==> src/rtl/mc_control_unit.sv <==
// rtl/mc_control_unit.sv - multicycle RV32I control unit (Moore FSM, ALU decoder, immediate select)
//
// Ports:
//   clk, rst_n          clock, synchronous active-low reset
//   op, funct3, funct7_5 instruction fields instr[6:0], instr[14:12], instr[30]
//   zero                ALU zero flag, same cycle
//   pc_write            PC enable (pc_update | branch & zero)
//   adr_src             memory address select (0 PC, 1 result)
//   mem_write           data memory write enable
//   ir_write            instruction / old-PC register enable
//   result_src          result select (00 ALUOut, 01 read data, 10 ALU result)
//   alu_src_a           ALU A select (00 PC, 01 old PC, 10 RD1)
//   alu_src_b           ALU B select (00 RD2, 01 ImmExt, 10 constant 4)
//   reg_write           register file write enable
//   imm_src             immediate format select
//   alu_control         ALU operation (000 add, 001 sub, 010 and, 011 or, 101 slt)
//   state_o             current state code
module mc_control_unit (
    input  logic       clk,
    input  logic       rst_n,
    input  logic [6:0] op,
    input  logic [2:0] funct3,
    input  logic       funct7_5,
    input  logic       zero,
    output logic       pc_write,
    output logic       adr_src,
    output logic       mem_write,
    output logic       ir_write,
    output logic [1:0] result_src,
    output logic [1:0] alu_src_a,
    output logic [1:0] alu_src_b,
    output logic       reg_write,
    output logic [1:0] imm_src,
    output logic [2:0] alu_control,
    output logic [3:0] state_o
);

    typedef enum logic [3:0] {
        S_FETCH    = 4'd0,
        S_DECODE   = 4'd1,
        S_MEMADR   = 4'd2,
        S_MEMREAD  = 4'd3,
        S_MEMWB    = 4'd4,
        S_MEMWRITE = 4'd5,
        S_EXECUTER = 4'd6,
        S_EXECUTEI = 4'd7,
        S_ALUWB    = 4'd8,
        S_BEQ      = 4'd9,
        S_JAL      = 4'd10
    } state_t;

    localparam logic [6:0] OP_LOAD   = 7'b0000011;
    localparam logic [6:0] OP_STORE  = 7'b0100011;
    localparam logic [6:0] OP_RTYPE  = 7'b0110011;
    localparam logic [6:0] OP_ITYPE  = 7'b0010011;
    localparam logic [6:0] OP_BRANCH = 7'b1100011;
    localparam logic [6:0] OP_JAL    = 7'b1101111;

    state_t     state, state_next;
    logic [1:0] alu_op;
    logic       pc_update;
    logic       branch;
    logic       ir_write_raw;
    logic       mem_write_raw;
    logic       reg_write_raw;

    always_ff @(posedge clk) begin
        if (!rst_n) begin
            state <= S_FETCH;
        end else begin
            state <= state_next;
        end
    end

    always_comb begin
        state_next    = S_FETCH;
        adr_src       = 1'b0;
        ir_write_raw  = 1'b0;
        mem_write_raw = 1'b0;
        reg_write_raw = 1'b0;
        result_src    = 2'b00;
        alu_src_a     = 2'b00;
        alu_src_b     = 2'b00;
        alu_op        = 2'b00;
        pc_update     = 1'b0;
        branch        = 1'b0;
        case (state)
            S_FETCH: begin
                state_next   = S_DECODE;
                ir_write_raw = 1'b1;
                alu_src_b    = 2'b10;
                result_src   = 2'b10;
                pc_update    = 1'b1;
            end
            S_DECODE: begin
                alu_src_a = 2'b01;
                alu_src_b = 2'b01;
                case (op)
                    OP_LOAD, OP_STORE: state_next = S_MEMADR;
                    OP_RTYPE:          state_next = S_EXECUTER;
                    OP_ITYPE:          state_next = S_EXECUTEI;
                    OP_BRANCH:         state_next = S_BEQ;
                    OP_JAL:            state_next = S_JAL;
                    default:           state_next = S_FETCH;
                endcase
            end
            S_MEMADR: begin
                state_next = (op == OP_LOAD) ? S_MEMREAD : S_MEMWRITE;
                alu_src_a  = 2'b10;
                alu_src_b  = 2'b01;
            end
            S_MEMREAD: begin
                state_next = S_MEMWB;
                adr_src    = 1'b1;
            end
            S_MEMWB: begin
                result_src    = 2'b01;
                reg_write_raw = 1'b1;
            end
            S_MEMWRITE: begin
                adr_src       = 1'b1;
                mem_write_raw = 1'b1;
            end
            S_EXECUTER: begin
                state_next = S_ALUWB;
                alu_src_a  = 2'b10;
                alu_op     = 2'b10;
            end
            S_EXECUTEI: begin
                state_next = S_ALUWB;
                alu_src_a  = 2'b10;
                alu_src_b  = 2'b01;
                alu_op     = 2'b10;
            end
            S_ALUWB: begin
                reg_write_raw = 1'b1;
            end
            S_BEQ: begin
                alu_src_a = 2'b10;
                alu_op    = 2'b01;
                branch    = 1'b1;
            end
            S_JAL: begin
                state_next = S_ALUWB;
                alu_src_a  = 2'b01;
                alu_src_b  = 2'b10;
                pc_update  = 1'b1;
            end
            default: state_next = S_FETCH;
        endcase
    end

    // Write enables are gated by reset so nothing architectural changes while
    // rst_n is low; the select outputs keep following the current state.
    assign pc_write  = rst_n & (pc_update | (branch & zero));
    assign ir_write  = rst_n & ir_write_raw;
    assign mem_write = rst_n & mem_write_raw;
    assign reg_write = rst_n & reg_write_raw;
    assign state_o   = state;

    // op[5] separates R-type (sub possible) from I-type (addi never subtracts).
    always_comb begin
        alu_control = 3'b000;
        case (alu_op)
            2'b01: alu_control = 3'b001;
            2'b10: begin
                case (funct3)
                    3'b000:  alu_control = (op[5] & funct7_5) ? 3'b001 : 3'b000;
                    3'b010:  alu_control = 3'b101;
                    3'b110:  alu_control = 3'b011;
                    3'b111:  alu_control = 3'b010;
                    default: alu_control = 3'b000;
                endcase
            end
            default: alu_control = 3'b000;
        endcase
    end

    always_comb begin
        case (op)
            OP_STORE:  imm_src = 2'b01;
            OP_BRANCH: imm_src = 2'b10;
            OP_JAL:    imm_src = 2'b11;
            default:   imm_src = 2'b00;
        endcase
    end

endmodule

==> config.mk <==
export PLATFORM = sky130hd
export DESIGN_NAME = mc_control_unit
export DESIGN_NICKNAME = d
export VERILOG_FILES = /design/src/rtl/mc_control_unit.sv
export SDC_FILE = /design/constraint.sdc
export NUM_CORES = 1
export LEC_CHECK = 0
export CAP_MARGIN = 10
export CORE_UTILIZATION = 30
export DETAILED_ROUTE_END_ITERATION = 6
export PLACE_DENSITY = 0.66
export SLEW_MARGIN = 20
export SYNTH_ARGS = -nofsm -noshare
export SYNTH_HDL_FRONTEND = slang
export SYNTH_SLANG_ARGS = --single-unit
==> constraint.sdc <==
create_clock -name clk -period 4.6 [get_ports clk]
set_input_delay 1.15 -clock clk [delete_from_list [all_inputs] [get_ports clk]]
set_output_delay 1.15 -clock clk [all_outputs]
set_load 0.05 [all_outputs]
## Yosys cells after proc, flatten, opt, wreduce, memory -nomap -nowiden

Index checks and enable logic that the tools add are counted.
W data, S select, Z words.

| cells by class | value |
|---|---|
| eq/ne operators | 21 |
| muxes and demuxes | 17 |
| bitwise logic cells | 7 |
| reductions and logical operators | 11 |

Operators with widths:

| kind | number |
|---|---|
| $pmux W4 S5 | 2 |
| $eq A4 B3 Y1 const B | 4 |
| $pmux W2 S2 | 4 |
| $eq A7 B6 Y1 const B | 2 |
| $eq A7 B7 Y1 const B | 2 |
| $eq A4 B4 Y1 const B | 3 |
| $pmux W3 S4 | 1 |
| $reduce_or A2 Y1 | 6 |
| $eq A4 B2 Y1 const B | 2 |
| $eq A7 B2 Y1 const B | 1 |
| $eq A7 B5 Y1 const B | 1 |
| $mux W1 | 7 |
| $and A1 B1 Y1 | 6 |
| $eq A3 B3 Y1 const B | 2 |
| $pmux W2 S3 | 1 |
| $pmux W3 S2 | 1 |
| $reduce_or A3 Y1 | 2 |
| $eq A4 B1 Y1 const B | 1 |
| $logic_not A4 Y1 | 1 |
| $reduce_or A4 Y1 | 1 |
| $eq A3 B2 Y1 const B | 1 |
| $logic_not A3 Y1 | 1 |
| $mux W3 | 1 |
| $eq A2 B1 Y1 const B | 1 |
| 2 further kinds | 2 |

| word-level totals | value |
|---|---|
| bits in registers | 4 |
| bits of input ports | 14 |
| output and inout bits | 20 |
| word-level logic and storage cells | 57 |

## Depth between registers and ports, before layout

Gate-level depths: netlist (run 1).

| logic depth | value |
|---|---|
| depth after elaboration | 5 |
| mapped depth | 7 |
| gate-level depth less buffers | 6 |

## Worst setup path before layout (run 1)

OpenSTA, ideal clock, no wires.

| timing | value |
|---|---|
| path kind | input-to-output |
| start | input port rst_n |
| end | output port reg_write |
| data arrival time | 3.575 ns |
| data required time | 3.450 ns |
| slack | -0.125 ns |
| stages | 2 |
| buffers on the path | 0 |
| cell sequence | inv_1 > a2111oi_0 |

| on the way | value |
|---|---|
| longest elaborated chain between the ends | 1 |

RTL lines:

| item | RTL line | RTL |
|---|---|---|
| start: declaration | 20 | `input logic rst_n,` |
| $and A1 B1 Y1 | 158 | `assign reg_write = rst_n & reg_write_raw;` |
| end: declaration | 32 | `output logic reg_write,` |

Every way passes these cells.

## Worst setup path after layout (run 1)

| timing | value |
|---|---|
| start | input port op[5] |
| end | output port imm_src[0] |

| on the way | value |
|---|---|
| longest elaborated chain between the ends | 2 |
| elaborated cells on any way between the ends | 4 |
| classes of those cells | 3 x eq/ne; 1 x mux |

RTL lines:

| item | RTL line | RTL |
|---|---|---|
| start: declaration | 21 | `input logic [6:0] op,` |
| $eq A7 B7 Y1 / $eq A7 B6 Y1 (equally long branches) | 180 | `case (op)` |
| $pmux W2 S3 * | 180 |  |
| end: declaration | 33 | `output logic [1:0] imm_src,` |

Mark *: on every way between the ends. The rest lies on a longest branch, timed or not.

==> summary.md, run 1 <==
| Metric | Value |
|---|---|
| Yosys cell types | `36` |
| Clock sink count | `4` |
| Initial core utilization | `0.322` |
| Leading post-synthesis cells by cell area | `dfxtp_1 (14%), clkbuf_8 (9.8%), nor2_1 (6.7%), xnor2_1 (4.7%), and3_1 (4.5%)` |
| Root buf cell | `clkbuf_4` |
| Max clock buf depth | `2` |
| Largest net degree at the start of global routing | `19` |
| Port Buffers | `33` |
| Die area | `~2000 sq um` |
| Count leader, synth | `nor2_1` |
| Die Span Y | `between 40 and 50 um` |
| Die W | `between 40 and 50 um` |
| Multi-input gate area | `roughly 400 sq um` |
| Final hold vios | `0` |
| Fin nets | `about 120` |
| Final worst path period need | `4.23 ns` |
| DRC errors left | `0` |
| Seq/Total Area, Yosys | `0.143` |
| Final setup violation count | `0` |
| CTS resizes | `0` |
| Share of layout cells above drive strength 1 | `0.0762` |
| VDD IR max | `~0.00014 V` |
| Synthesized area per cell | `~7.6 sq um` |
| CTS tree | `yes` |
| Arrival @ worst endpoint | `~3.1 ns` |
| Setup Skew | `0.000831 ns` |
| Total number of vias | `around 650` |
| Vias in the first global route | `between 500 and 600` |
| Tot GR Track Use | `0.170` |
| Power Dens Cells | `158 nW/um^2` |
| Mapped Area | `about 560 sq um` |
| Crit end category | `primary output` |
| Syn Nets | `90` |
| Top FF cell, synth | `dfxtp_1` |
| Area leader, netlist | `dfxtp_1` |
| Cts bufs inserted | `3` |
| Leak Pwr | `around 0.33 nW` |
| Area delta synth->final | `57.5%` |
| Post-synth top area share | `0.143` |
| Post-DP HPWL | `1.17 mm` |
| CP startpoint kind | `primary input` |
| Critical Path, Cell by Cell | `clkdlybuf4s50_1 > and4b_2 > a2bb2oi_1 > nor3b_1 > clkdlybuf4s50_1` |
| CP required | `between 3 and 4 ns` |
| Worst-path clk slew | `0.04 ns` |
| Wire per inst | `11.3 um` |
| Cells after Synth | `74` |
| Tcrit/Tclk final | `0.920` |
| Ports | `34` |
| Maximum clock frequency | `between 0.2 and 0.25 GHz` |
| Initial antenna violation count | `0` |
| Slew @ Worst Pin | `about 0.56 ns` |
| First-pass detailed-route iteration total | `2` |
| CP peak stage delay | `roughly 0.83 ns` |
| CTS H-Tree Depth | `1` |
| Core area | `approximately 1700 sq um` |
| Synth Register Bits | `4` |
| Critical Path Fanout Max | `7` |
| Most used cell, CP | `clkdlybuf4s50_1` |
| # diodes | `0` |
| Max_slew headroom | `0.626` |
| Status | `finished clean` |
| Filler Cells Inserted | `between 150 and 200` |
| FF+latch area | `approximately 80 sq um` |
| Post-synth EDFFs | `0` |
| # rows | `15` |
| Max-cap viol count | `0` |
| Fin util | `0.507` |
| Async S/R FF share, synth | `0` |
| Crit-path slowest cell | `clkdlybuf4s50_1` |
| Drt via density | `a little under 5` |
| Total negative slack | `0 ns` |
| Global-route wire length before repair | `around 2.5 mm` |
| Non-Filler Cell Area, Final | `885 sq um` |
| DRT iter0 DRCs | `5` |
| Post-CTS Hold Buffers | `0` |
| Gp weighted congestion | `0.766` |
| Final Max Slew Viols | `0` |
| YS warnings | `0` |
| Top cells by count, synth | `nor2_1 (10), inv_1 (5)` |
| Final ANT Viol Nets | `0` |
| Routed WL | `approximately 1.5 mm` |
| Post-DP Area | `about 860 sq um` |
| Hold Crit Class | `register to register` |
| Max FFs per register | `4` |
| Worst-Skew Late Latency | `between 0.2 and 0.25 ns` |
| Grt ovf | `0` |
| Kind of critical path | `primary input to primary output` |
| Setup repair bufs after CTS | `0` |
| Unrepaired setup endpoints after global routing | `false` |
==> placed cells by master, fill, tap and decap left out, types with 2 or more instances in the layout <==
| master | instances |
|---|---|
| nand2_1 | 3 |
| clkdlybuf4s50_1 | 32 |
| nor3_1 | 4 |
| nand2b_1 | 3 |
| clkbuf_4 | 3 |
| and3_1 | 4 |
| dfxtp_1 | 4 |
| a21oi_1 | 3 |
| inv_1 | 5 |
| ha_1 | 2 |
| xnor2_1 | 3 |
| nor2b_1 | 2 |
| o21ai_0 | 2 |
| nor3b_1 | 2 |
| nand3_1 | 2 |
| nor2_1 | 10 |
==> worst paths after layout <==
path               from         end  slack, ns  cells past startpoint
max               op[5]  imm_src[0]       0.37                      5
min reg2reg  state_o[0]  state_o[0]       0.66                      1
min          state_o[0]  state_o[0]       0.66                      1
max reg2reg  state_o[1]  state_o[1]       3.12                      3
==> cell type report <==
class,count,share of cell area
timing repair buffer,33,0.371
sequential,4,0.0905
inverter,5,0.0212
clock buffer,3,0.0255
tap,25,0.0354
multi-input combinational,60,0.457
==> power breakdown <==
part / internal, mW / switching [mW]
Sequential: 0.0356 / 0.00303
Combinational: 0.0248 / 0.0315
Clock: 0.0293 / 0.0158
Total: 0.0897 / 0.0503
==> routing by layer <==
| metal | up-vias | routed length [um] | GRT usage |
|---|---|---|---|
| li1 | 334 | - | - |
| met1 | 283 | 706 | 0.221 |
| met2 | 22 | 664 | 0.249 |
| met3 | 6 | 59 | 0.0320 |
| met4 | 0 | 43 | 0.121 |
| met5 | - | 0 | 0 |
==> critical path: cells and delay by family <==
family / cells / cell delay (ns)
buffers and inverters: 2 / 1.42
AND/OR/NAND/NOR: 2 / 0.44
AO/OA/AOI/OAI: 1 / 0.07
==> logic make-up (layout without fill, tap and decap cells) <==
| kind of cell | Yosys count | after routing | synth area share |
|---|---|---|---|
| AO/OA/AOI/OAI | 16 | 16 | 0.218 |
| AND/OR/NAND/NOR | 39 | 39 | 0.408 |
| adder cells (fa/ha/maj) | 2 | 2 | 0.0445 |
| buffers and inverters | 10 | 41 | 0.140 |
| flip-flops | 4 | 4 | 0.143 |
| XOR/XNOR | 3 | 3 | 0.0468 |
==> through the flow <==
step                      instances  power (mW)  hold WS, ns  worst slack, ns
after detailed placement        127      0.0956        0.646            0.362
after global routing            130       0.150        0.702            0.272
final                           130       0.140        0.656            0.370
after CTS                       130       0.142        0.653            0.358
after global placement          127      0.0955        0.653            0.397
after floorplan                  74      0.0716        0.866            0.548
Note: power is estimated with default switching activity, not from simulation.
==> inputs of run 2 (changes only) <==
--- a/config.mk
+++ b/config.mk
@@ -8,7 +8,9 @@
 export CAP_MARGIN = 10
 export CORE_UTILIZATION = 30
 export DETAILED_ROUTE_END_ITERATION = 6
-export PLACE_DENSITY = 0.66
+export GPL_ROUTABILITY_DRIVEN = 1
+export HOLD_SLACK_MARGIN = 0.03
+export PLACE_DENSITY = 0.71
 export SLEW_MARGIN = 20
 export SYNTH_ARGS = -nofsm -noshare
 export SYNTH_HDL_FRONTEND = slang
==> run 2 against run 1 <==
Compared with the run above:
- largest cell class unchanged
- critical path type unchanged
- via count increased by 0.47%
- flip-flop and latch count stayed put
- sequential share of layout area is the same
- non-clock buffer count unchanged
- core utilization unchanged
- global-route usage rose by 0.50 points
- sequential power is essentially flat
==> summary.md, run 2 (synthesis gave the netlist of run 1 again) <==
| Metric | Value |
|---|---|
| Most frequent cells in the layout | `clkdlybuf4s50_1 (32), nor2_1 (10), inv_1 (5) (unchanged)` |
| Max clock buf depth | `2 (unchanged)` |
| Port Buffers | `33 (unchanged)` |
| Drt via density | `4.98 (was 4.96)` |
| Crit end category | `primary output (unchanged)` |
| Multi-input gate area | `404 sq um (unchanged)` |
| Vias in the first global route | `568 (was 579)` |
| First-pass detailed-route iteration total | `3 (was 2)` |
| CP required | `3.45 ns (about the same)` |
| Max_slew headroom | `0.611 (was 0.626)` |
| Final Max Slew Viols | `0 (unchanged)` |
| Gp weighted congestion | `0.742 (was 0.766)` |
| Total negative slack | `0 ns (unchanged)` |
| Slew @ Worst Pin | `0.582 ns (was 0.561 ns)` |
| Setup Skew | `0.00379 ns (was 0.000831 ns)` |
| Total number of vias | `648 (was 645)` |
| Tcrit/Tclk final | `0.920 (about the same)` |
| # rows | `15 (unchanged)` |
| Commonest non-fill, non-tap cell in the layout | `clkdlybuf4s50_1 (unchanged)` |
| Die Span Y | `45.3 um (unchanged)` |
| Tot GR Track Use | `0.175 (was 0.170)` |
| Fin util | `0.507 (unchanged)` |
| Post-CTS Hold Buffers | `0 (unchanged)` |
| Unrepaired setup endpoints after global routing | `false (unchanged)` |
| Final hold vios | `0 (unchanged)` |
| Final worst path period need | `4.23 ns (about the same)` |
| Arrival @ worst endpoint | `3.08 ns (about the same)` |
| DRC errors left | `0 (unchanged)` |
| Global-route wire length before repair | `2.55 mm (was 2.50 mm)` |
| Wire per inst | `12.1 um (was 11.3 um)` |
| Max FFs per register | `4 (unchanged)` |
| CTS H-Tree Depth | `1 (unchanged)` |
| Initial core utilization | `0.322 (unchanged)` |
| Initial antenna violation count | `0 (unchanged)` |
| Leak Pwr | `0.329 nW (unchanged)` |
| Worst-path clk slew | `0.04 ns (about the same)` |
| Fin nets | `123 (unchanged)` |
| DRT iter0 DRCs | `17 (was 5)` |
| Core area | `1750 sq um (unchanged)` |
| Status | `finished clean (unchanged)` |
| Critical Path Fanout Max | `7 (unchanged)` |
| Ports | `34 (unchanged)` |
| Power Dens Cells | `158 nW/um^2 (about the same)` |
| Maximum clock frequency | `0.236 GHz (about the same)` |
| CP startpoint kind | `primary input (unchanged)` |
| Area delta synth->final | `57.5% (unchanged)` |
| Kind of critical path | `primary input to primary output (unchanged)` |
| Largest net degree at the start of global routing | `19 (unchanged)` |
| Routed WL | `1.57 mm (was 1.47 mm)` |
| CTS resizes | `0 (unchanged)` |
| Final ANT Viol Nets | `0 (unchanged)` |
| Die W | `45.3 um (unchanged)` |
| Cts bufs inserted | `3 (unchanged)` |
| FF+latch area | `80.1 sq um (unchanged)` |
| CTS tree | `yes (unchanged)` |
| Share of layout cells above drive strength 1 | `0.0762 (unchanged)` |
| Hold Crit Class | `register to register (unchanged)` |
| Root buf cell | `clkbuf_4 (unchanged)` |
| Final setup violation count | `0 (unchanged)` |
| VDD IR max | `0.0000828 V (was 0.000141 V)` |
| Clock sink count | `4 (unchanged)` |
| Filler Cells Inserted | `176 (was 180)` |
| Max-cap viol count | `0 (unchanged)` |
| Post-DP HPWL | `1.19 mm (was 1.17 mm)` |
| Final Hold Slack | `0.668 ns (was 0.656 ns)` |
| Setup repair bufs after CTS | `0 (unchanged)` |
| # diodes | `0 (unchanged)` |
| Die area | `2050 sq um (unchanged)` |
| Worst-Skew Late Latency | `0.24 ns (about the same)` |
| Grt ovf | `0 (unchanged)` |
-- run 2: cell counts in the layout (fill, tap and decap cells not counted) --
No cell type changed its count.
-- run 2: area by class of cell --
class / instances / share of cell area
clock buffers: 3 / 0.0255
inverters: 5 / 0.0212
multi-input cells: 60 / 0.457
flip-flops and latches: 4 / 0.0905
well taps: 25 / 0.0354
repair buffers: 33 / 0.371
-- run 2: per-stage QoR --
stage | cell area (sq um) | cells | total power [mW] | setup slack (ns)
CTS | 885 | 130 | 0.142 | 0.351
finish | 885 | 130 | 0.139 | 0.370
global placement | 862 | 127 | 0.0953 | 0.407
detailed placement | 862 | 127 | 0.0958 | 0.356
global route | 885 | 130 | 0.149 | 0.247
floorplan | 563 | 74 | 0.0716 | 0.548
-- run 2: report_power, final --
part	internal, mW	switching [mW]
Combinational	0.0248	0.0319
Clock	0.0292	0.0148
Sequential	0.0356	0.00303
Total	0.0897	0.0497
-- run 2: path summary, 6_finish.rpt --
kind | slack [ns] | startpoint | cells past startpoint | end
max | 0.37 | op[5] | 5 | imm_src[0]
min | 0.67 | state_o[0] | 1 | state_o[0]
max reg2reg | 3.09 | state_o[1] | 3 | state_o[1]
min reg2reg | 0.67 | state_o[0] | 1 | state_o[0]
-- run 2: worst max-delay path: stages --
cell and delay (ns):
clkdlybuf4s50_1 0.58, and4b_2 0.27, a2bb2oi_1 0.06, nor3b_1 0.18
clkdlybuf4s50_1 0.83
-- run 2: per-layer routing --
layer	routed length, um	GRT usage	part of all wire	vias up
met1	762	0.219	0.49	290
met2	750	0.272	0.48	17
met3	36	0.0240	0.023	2
li1	-	-	-	339
met4	19	0.127	0.012	0
met5	0	0	0	-
==> inputs of run 3 (changes only) <==
--- a/config.mk
+++ b/config.mk
@@ -11,6 +11,7 @@
 export GPL_ROUTABILITY_DRIVEN = 1
 export HOLD_SLACK_MARGIN = 0.03
 export PLACE_DENSITY = 0.71
+export SETUP_SLACK_MARGIN = 0.3
 export SLEW_MARGIN = 20
 export SYNTH_ARGS = -nofsm -noshare
 export SYNTH_HDL_FRONTEND = slang
==> run 3 against run 2 <==
Compared with the run above:
- non-clock buffer count did not move
- hold slack did not move
- routed wire length rose by 0.32%
- register-to-register slack is essentially flat
- largest cell class unchanged
- critical path type unchanged
==> summary.md, run 3 (synthesis gave the netlist of run 1 again) <==
| Metric | Value |
|---|---|
| Pre-CTS WS | `0.356 ns (unchanged)` |
| Critical Path Fanout Max | `7 (unchanged)` |
| Clock sink count | `4 (unchanged)` |
| Worst-path clk slew | `0.04 ns (about the same)` |
| Fin nets | `123 (unchanged)` |
| Kind of critical path | `primary input to primary output (unchanged)` |
| Grt ovf | `0 (unchanged)` |
| Final Non-Filler Cells | `130 (unchanged)` |
| Root buf cell | `clkbuf_4 (unchanged)` |
| Total number of vias | `647 (was 648)` |
| Hold Crit Class | `register to register (unchanged)` |
| Cts bufs inserted | `3 (unchanged)` |
| Initial core utilization | `0.322 (unchanged)` |
| Max FFs per register | `4 (unchanged)` |
| Most frequent cells in the layout | `clkdlybuf4s50_1 (31), nor2_1 (10), inv_1 (5) (was clkdlybuf4s50_1 (32), nor2_1 (10), inv_1 (5))` |
| Final setup violation count | `0 (unchanged)` |
| Filler Cells Inserted | `175 (was 176)` |
| Gp weighted congestion | `0.742 (unchanged)` |
| Max_slew headroom | `0.611 (unchanged)` |
| Core area | `1750 sq um (unchanged)` |
| CP bufs+invs | `2 (unchanged)` |
| First-pass detailed-route iteration total | `4 (was 3)` |
| VDD IR max | `0.0000828 V (unchanged)` |
| Tcrit/Tclk final | `0.906 (was 0.920)` |
| Comb pwr share | `0.407 (about the same)` |
| Die Span Y | `45.3 um (unchanged)` |
| CTS tree | `yes (unchanged)` |
| Switching power total | `49.7 uW (about the same)` |
| CTS H-Tree Depth | `1 (unchanged)` |
| Post-CTS Hold Buffers | `0 (unchanged)` |
| Ports | `34 (unchanged)` |
| Leak Pwr | `0.348 nW (was 0.329 nW)` |
| Worst-Skew Late Latency | `0.24 ns (about the same)` |
| DRC errors left | `0 (unchanged)` |
| CP required | `3.45 ns (about the same)` |
| Initial antenna violation count | `0 (unchanged)` |
| Family with the most delay on the worst path | `buffers and inverters (unchanged)` |
| CP startpoint kind | `primary input (unchanged)` |
| Final worst setup slack | `0.433 ns (was 0.370 ns)` |
| Most used cell, CP | `clkdlybuf4s50_1 (unchanged)` |
| Switch share | `0.357 (was 0.356)` |
| Arrival @ worst endpoint | `3.02 ns (was 3.08 ns)` |
| Status | `finished clean (unchanged)` |
| Internal | `89.7 uW (about the same)` |
| Routed WL | `1.57 mm (about the same)` |
| Final worst path period need | `4.17 ns (was 4.23 ns)` |
| Die W | `45.3 um (unchanged)` |
| Critical Path, Cell by Cell | `clkdlybuf4s50_1 > and4b_2 > and3_1 > clkdlybuf4s50_1 (was clkdlybuf4s50_1 > and4b_2 > a2bb2oi_1 > nor3b_1 > clkdlybuf4s50_1)` |
| Commonest non-fill, non-tap cell in the layout | `clkdlybuf4s50_1 (unchanged)` |
| Unrepaired setup endpoints after global routing | `false (unchanged)` |
| Share of layout cells above drive strength 1 | `0.0762 (unchanged)` |
| Max clock buf depth | `2 (unchanged)` |
| Port Buffers | `33 (unchanged)` |
| Global-route wire length before repair | `2.55 mm (unchanged)` |
| Clock Power Share | `0.316 (about the same)` |
| Drt via density | `4.98 (about the same)` |
| Vias in the first global route | `568 (unchanged)` |
| Area delta synth->final | `57.9% (was 57.5%)` |
| Max-cap viol count | `0 (unchanged)` |
| # diodes | `0 (unchanged)` |
| CP peak stage delay | `0.81 ns (was 0.83 ns)` |
| Largest net degree at the start of global routing | `19 (unchanged)` |
| Wire per inst | `12.1 um (about the same)` |
| # rows | `15 (unchanged)` |
| Maximum clock frequency | `0.240 GHz (was 0.236 GHz)` |
| Final hold vios | `0 (unchanged)` |
| Tot GR Track Use | `0.175 (unchanged)` |
| Power Dens Cells | `157 nW/um^2 (was 158 nW/um^2)` |
| Die area | `2050 sq um (unchanged)` |
| Placed Cells | `127 (unchanged)` |
| Crit-path slowest cell | `clkdlybuf4s50_1 (unchanged)` |
| Crit end category | `primary output (unchanged)` |
| DRT iter0 DRCs | `17 (unchanged)` |
| Total negative slack | `0 ns (unchanged)` |
| Sequential group share of total power | `0.277 (about the same)` |
| Final ANT Viol Nets | `0 (unchanged)` |
| Post-DP HPWL | `1.19 mm (unchanged)` |
| Slew @ Worst Pin | `0.582 ns (unchanged)` |
| Setup Skew | `0.00379 ns (unchanged)` |
| Final Max Slew Viols | `0 (unchanged)` |
run 3: cell count changes in the layout (fill, tap and decap cells not counted):
cell             previous run  this run
clkdlybuf4s50_1            32        31
dlymetal6s2s_1              0         1
run 3: per-layer routing:
layer / part of all wire / up-vias / track usage
met5: 0 / - / 0
met4: 0.012 / 0 / 0.127
met3: 0.023 / 2 / 0.0240
met2: 0.48 / 17 / 0.272
met1: 0.49 / 290 / 0.219
li1: - / 338 / -
run 3: cell type report:
type,instances,area (sq um),share of cell area
clock buffers,3,22.5,0.0254
repair buffers,33,330,0.372
flip-flops and latches,4,80.1,0.0903
multi-input cells,60,404,0.456
inverters,5,18.8,0.0212
well taps,25,31.3,0.0353
run 3: power by group through the flow:
stage	combinational, mW	clock, mW	sequential, mW
3_5_place_dp	0.0566	0	0.0391
3_3_place_gp	0.0561	0	0.0392
2_1_floorplan	0.0318	0	0.0397
4_1_cts	0.0569	0.0463	0.0386
6_report	0.0567	0.0440	0.0387
5_1_grt	0.0603	0.0498	0.0390
run 3: worst paths after layout:
path / startpoint / endpoint / slack (ns) / depth (start not counted)
max reg2reg: state_o[1] / state_o[1] / 3.09 / 3
max: op[5] / imm_src[1] / 0.43 / 4
min: state_o[0] / state_o[0] / 0.67 / 1
min reg2reg: state_o[0] / state_o[0] / 0.67 / 1
run 3: metrics by stage:
step | util | hold WS [ns] | cell area [sq um] | total power [mW]
after floorplan | - | 0.866 | 563 | 0.0716
after global placement | 0.494 | 0.646 | 862 | 0.0953
after detailed placement | 0.494 | 0.647 | 862 | 0.0958
after CTS | 0.507 | 0.654 | 885 | 0.142
after global routing | 0.508 | 0.721 | 887 | 0.149
final | 0.508 | 0.668 | 887 | 0.139
run 3: repair_timing:
item	4_1_cts	5_1_grt
gates resized for setup	0	1
endpoints found under the hold margin	0	0
buffers inserted	0	0
setup endpoints to repair	0	1
